`src/rtl/axi4_wr_burst_engine.sv`:
```
// axi4_wr_burst_engine: AXI4 write slave expanding AW/W bursts into per-beat memory writes with a B response FIFO
module axi4_wr_burst_engine #(
  parameter int ADDR_WIDTH = 32,
  parameter int DATA_WIDTH = 32,
  parameter int ID_WIDTH   = 4,
  parameter int B_DEPTH    = 4
) (
  input  logic                    clk,
  input  logic                    rst,
  input  logic [ID_WIDTH-1:0]     aw_id,
  input  logic [ADDR_WIDTH-1:0]   aw_addr,
  input  logic [7:0]              aw_len,
  input  logic [2:0]              aw_size,
  input  logic [1:0]              aw_burst,
  input  logic                    aw_valid,
  output logic                    aw_ready,
  input  logic [DATA_WIDTH-1:0]   w_data,
  input  logic [DATA_WIDTH/8-1:0] w_strb,
  input  logic                    w_last,
  input  logic                    w_valid,
  output logic                    w_ready,
  output logic [ID_WIDTH-1:0]     b_id,
  output logic [1:0]              b_resp,
  output logic                    b_valid,
  input  logic                    b_ready,
  output logic                    mem_we,
  output logic [ADDR_WIDTH-1:0]   mem_addr,
  output logic [DATA_WIDTH-1:0]   mem_wdata,
  output logic [DATA_WIDTH/8-1:0] mem_wstrb,
  input  logic                    mem_ready
);
  localparam logic [1:0] BURST_FIXED = 2'b00, BURST_WRAP = 2'b10, BURST_RSVD = 2'b11;
  localparam logic [1:0] RESP_OKAY = 2'b00, RESP_SLVERR = 2'b10;
  localparam logic [2:0] SIZE_MAX = 3'($clog2(DATA_WIDTH/8));
  localparam int PW = $clog2(B_DEPTH);
  localparam logic [PW:0] DEPTH = (PW+1)'(B_DEPTH);
  localparam logic [ADDR_WIDTH-1:0] ONE = ADDR_WIDTH'(1);
  typedef enum logic {IDLE, DATA} state_t;
  state_t r_state, w_next;
  logic [ID_WIDTH-1:0]   r_id;
  logic [ADDR_WIDTH-1:0] r_addr;
  logic [7:0]            r_len, r_cnt;
  logic [2:0]            r_size;
  logic [1:0]            r_burst;
  logic                  r_err;
  logic [ID_WIDTH+1:0]   r_fifo [B_DEPTH];
  logic [PW-1:0]         r_wp, r_rp;
  logic [PW:0]           r_bcnt;
  logic w_aw_hs, w_w_hs, w_push, w_pop, w_aw_err;
  logic [ADDR_WIDTH-1:0] w_aw_mask, w_bytes, w_total, w_next_addr;
  always_ff @(posedge clk)
    r_state <= rst ? IDLE : w_next;
  always_comb begin
    w_next   = r_state;
    aw_ready = ~rst & (r_state == IDLE) & (r_bcnt < DEPTH);
    w_ready  = (r_state == DATA) & (mem_ready | r_err);
    if (aw_valid & aw_ready) w_next = DATA;
    if (w_valid & w_ready & w_last) w_next = IDLE;
  end
  assign w_aw_hs   = aw_valid & aw_ready;
  assign w_w_hs    = w_valid & w_ready;
  assign w_push    = w_w_hs & w_last;
  assign w_pop     = b_valid & b_ready;
  assign w_aw_mask = (ONE << aw_size) - ONE;
  assign w_aw_err  = (aw_burst == BURST_RSVD) | (aw_size > SIZE_MAX) |
                     ((aw_burst == BURST_WRAP) & !(aw_len inside {8'd1, 8'd3, 8'd7, 8'd15})) |
                     ((aw_burst == BURST_WRAP) & (|(aw_addr & w_aw_mask)));
  assign w_bytes   = ONE << r_size;
  assign w_total   = (ADDR_WIDTH'(r_len) + ONE) << r_size;
  assign w_next_addr = (r_burst == BURST_FIXED) ? r_addr :
                       (r_burst == BURST_WRAP)  ? ((r_addr & ~(w_total - ONE)) | ((r_addr + w_bytes) & (w_total - ONE))) :
                                                  ((r_addr & ~(w_bytes - ONE)) + w_bytes);
  always_ff @(posedge clk) begin
    if (rst) begin
      r_id    <= '0;
      r_addr  <= '0;
      r_len   <= '0;
      r_size  <= '0;
      r_burst <= '0;
      r_cnt   <= '0;
      r_err   <= 1'b0;
    end else if (w_aw_hs) begin
      r_id    <= aw_id;
      r_addr  <= aw_addr;
      r_len   <= aw_len;
      r_size  <= aw_size;
      r_burst <= aw_burst;
      r_cnt   <= '0;
      r_err   <= w_aw_err;
    end else if (w_w_hs) begin
      r_addr <= w_next_addr;
      r_cnt  <= r_cnt + 8'd1;
      if (!w_last && r_cnt == r_len) r_err <= 1'b1;
    end
  end
  // AW acceptance reserves a slot, so a push never finds the FIFO full
  always_ff @(posedge clk) begin
    if (rst) begin
      for (int i = 0; i < B_DEPTH; i++) r_fifo[i] <= '0;
      r_wp   <= '0;
      r_rp   <= '0;
      r_bcnt <= '0;
    end else begin
      if (w_push) begin
        r_fifo[r_wp] <= {r_id, (r_err | (r_cnt != r_len)) ? RESP_SLVERR : RESP_OKAY};
        r_wp <= r_wp + 1'b1;
      end
      if (w_pop) r_rp <= r_rp + 1'b1;
      r_bcnt <= r_bcnt + {{PW{1'b0}}, w_push} - {{PW{1'b0}}, w_pop};
    end
  end
  assign b_valid         = (r_bcnt != '0);
  assign {b_id, b_resp}  = r_fifo[r_rp];
  assign mem_we          = w_w_hs & ~r_err;
  assign mem_addr        = r_addr;
  assign mem_wdata       = w_data;
  assign mem_wstrb       = w_strb;
endmodule

```
`config.mk`:
```
export PLATFORM = sky130hd
export DESIGN_NAME = axi4_wr_burst_engine
export DESIGN_NICKNAME = d
export VERILOG_FILES = /design/src/rtl/axi4_wr_burst_engine.sv
export SDC_FILE = /design/constraint.sdc
export NUM_CORES = 1
export LEC_CHECK = 0
export ABC_AREA = 1
export BUFFER_PORTS_ARGS = -buffer_cell sky130_fd_sc_hd__buf_2
export CAP_MARGIN = 20
export CORE_UTILIZATION = 51
export CTS_CLUSTER_DIAMETER = 40
export DETAILED_ROUTE_END_ITERATION = 10
export PLACE_DENSITY = 0.78
export SLEW_MARGIN = 30
export SYNTH_ARGS = -nofsm -noshare
export SYNTH_HDL_FRONTEND = slang
export SYNTH_SLANG_ARGS = --single-unit
```
`constraint.sdc`:
```
create_clock -name clk -period 2.6 [get_ports clk]
set_input_delay 0 -clock clk [delete_from_list [all_inputs] [get_ports clk]]
set_output_delay 0 -clock clk [all_outputs]
set_load 0.005 [all_outputs]
```
==> run metrics <==
Core Region=roughly 15000 sq um; Max Slew Vio Count=0; num rows=45; Netlist Area Pre-Place=around 8000 sq um; Routability Congestion=approximately 0.97; share of layout cells above drive strength 1=around a quarter; Setup violations, final=0; pin count of the biggest net entering global routing=between 40 and 50; Sw Ratio=roughly two fifths; CP Capture Type=flop; Initial DRC Count=673; main combinational cell family by area after synthesis=simple AND/OR/NAND/NOR gates; xor and xnor area share after synthesis=between 3 and 4%; Reg2Reg Depth=18; simple-gate share of the synthesized area=38.6%; EDFF count, synth=20; DRC viols=0; P_leak=about 4.5 nW; Cell Int Power=between 0.003 and 0.004 W; I/O pin count=between 150 and 200; initial antenna violation count=0; CTS Buf Count=9; Final Hold Vio Count=0; relative slew slack=around 46%; distinct cell type count after synthesis=57; r2r setup slk=0.009 ns; Max Freq=between 300 and 400 MHz; ANT nets after route=0; drt wl/cell=roughly 15 um; Yosys reg bits=88; Synth async-reset ratio=0%; vias per inst=roughly 5.5; clock tree buffer depth=2; Switching Power=around 0.0022 W; first-pass GRT wire length=between 30000 and 40000 um; Hold Crit Class=in2out; design area=approximately 9900 sq um; synth warn=0; die area=between 15000 and 20000 sq um; status=finished, final reports clean; syn nets=about 1400; Vias=~9000; Synth Area in Compound Gates=around 16%; Setup WS post-layout=a little under 0.009 ns; starting density of the core=between 50% and 60%; R2R Path Start=r_size[1]; commonest cells after routing, fill and taps aside=246 x nand2_1, 143 x inv_1, 131 x nor2_1, 112 x nand3_1, 99 x buf_4; WS Path Type=reg2reg; Mapped Cells=1265; Primary FF master, synth=dfxtp_1; worst-path fanout max=6; Startpoint Class=flop; Gate power share=43.6%; CP required=2.89 ns; Die Ht=around 130 um; overall die width=approximately 130 um; clk slew on worst S/H paths=roughly 0.070 ns; RSZ-0062 raised after global routing=yes; CTS tree=done; total global routing overflow=0; sequential share of power=31.7%; Mapped Avg Cell Area=~6.3 sq um; Least-Margin Pin Slew=roughly 0.8 ns; Clk Tree Root Cell=clkbuf_16; Area Growth Syn to Fin=23.6%; adder-cell area share of the yosys netlist=3.48%; total of max-cap violations=0; Buffers on Ports=between 90 and 100; Clock Skews=0.00831 ns; dpl cell area=between 8000 and 9000 sq um; dpl ws=-0.114 ns; maximum VDD drop=about 360 uV; sequential fraction of the synthesis area=about a quarter; Routed WL=approximately 25000 um; DRT Pass-1 Iters=5; PwrDens=541 nW/um^2; DP Wirelength=18500 um; Crit path arrival time=a little under 3 ns; number of global-route vias before repair=between 8000 and 9000; crit path launch=r_size[1]; period utilization=99.7%; H-tree level count=3; global-route usage over all layers=between 30% and 40%; multiplexer area fraction after synthesis=0%; minimum clock period=between 2 and 3 ns; clock network power share=24.7%; clock sink count=just under 90; Nets=around 1500; Worst-Skew Late Latency=between 0.3 and 0.4 ns; most common cell after layout, fill and taps aside=nand2_1; n_diodes=0
==> critical path: stages, from the launching register on <==
cell and delay, ns:
dfxtp_4 0.40, nand2_4 0.08, nor2_4 0.11, inv_1 0.05, ha_1 0.26, nand2_1 0.09
inv_2 0.05, ha_4 0.31, nand2_4 0.07, nor2_4 0.09, nor3b_4 0.22, nand2_2 0.13
nand3_4 0.12, nand2_2 0.07, o21bai_1 0.14, nand3_1 0.09, nand3_1 0.10, nand2_1 0.07
a21oi_2 0.11
==> area by class of cell <==
cell class	instances	area [sq um]
inverters	159	604
flip-flops and latches	88	1980
well taps	211	264
clock buffers	9	225
clock inverters	7	58.8
fillers	1390	5390
multi-input cells	942	5240
repair buffers	220	1500
==> how the worst min path moves through the flow <==
stage,from,to,slack (ns),cells past startpoint
after floorplan,w_data[0],mem_wdata[0],0.08,1
after global placement,w_data[13],mem_wdata[13],0.00003,0
after detailed placement,w_data[13],mem_wdata[13],0.00003,0
after CTS,w_data[13],mem_wdata[13],0.00003,0
after global routing,w_data[9],mem_wdata[9],0.000009,0
final,w_data[22],mem_wdata[22],0.000001,0
==> per-stage QoR <==
stage	setup TNS, ns	std cells	util (%)	hold slack [ns]	power, W
2_1_floorplan	-0.191	1265	-	0.0808	0.00314
3_3_place_gp	-0.0472	1585	58.8	0.0000346	0.00381
3_5_place_dp	-1.20	1585	58.8	0.0000346	0.00384
4_1_cts	-0.00339	1622	62.2	0.0000346	0.00519
5_1_grt	-2.48	1636	64.7	0.00000868	0.00565
6_report	0	1636	64.7	0.00000144	0.00534
==> power groups by stage <==
stage               combinational, W  clock [W]  sequential (W)
global route                 0.00256    0.00138         0.00171
finish                       0.00233    0.00132         0.00169
CTS                          0.00219    0.00133         0.00167
detailed placement           0.00214          0         0.00170
global placement             0.00211          0         0.00170
floorplan                    0.00148          0         0.00166
==> routing by layer <==
| layer | vias up | global-route usage, % | wire length (um) |
|---|---|---|---|
| li1 | 4427 | - | - |
| met4 | 0 | 14.0 | 1070 |
| met5 | - | 0 | 0 |
| met1 | 4093 | 38.6 | 10400 |
| met3 | 79 | 7.08 | 2270 |
| met2 | 424 | 50.4 | 11400 |
==> cell families (layout without fill, tap and decap cells) <==
logic type / Yosys count / count (layout)
AO/OA/AOI/OAI: 223 / 223
XOR/XNOR: 36 / 36
adder cells (fa/ha/maj): 21 / 21
buffers and inverters: 236 / 395
flip-flops: 88 / 88
other: 1 / 1
AND/OR/NAND/NOR: 660 / 661
==> synth_stat cells, types with 10 or more instances <==
cell type | number | area, sq um
buf_4 | 41 | 308
nor2_1 | 143 | 537
xor2_1 | 29 | 254
edfxtp_1 | 20 | 601
o21ai_1 | 18 | 90.1
nand2_1 | 269 | 1010
a21oi_1 | 83 | 415
nand3_2 | 10 | 100
inv_1 | 147 | 552
nand4_1 | 25 | 156
dfxtp_1 | 68 | 1360
nor3_1 | 25 | 125
nand2_2 | 24 | 150
nand3_1 | 120 | 601
ha_1 | 19 | 238
nor2_2 | 11 | 68.8
clkbuf_1 | 26 | 97.6
o21ai_0 | 77 | 385
==> timing repair <==
item,4_1_cts,5_1_grt
cloned,0,1
buffers inserted,3,13
hold buffers,18,0
pin swaps,2,38
resized for setup,11,78
hold endpoints to repair,18,0
setup endpoints to repair,23,27
No activity file was read; power rests on OpenSTA's default activity.
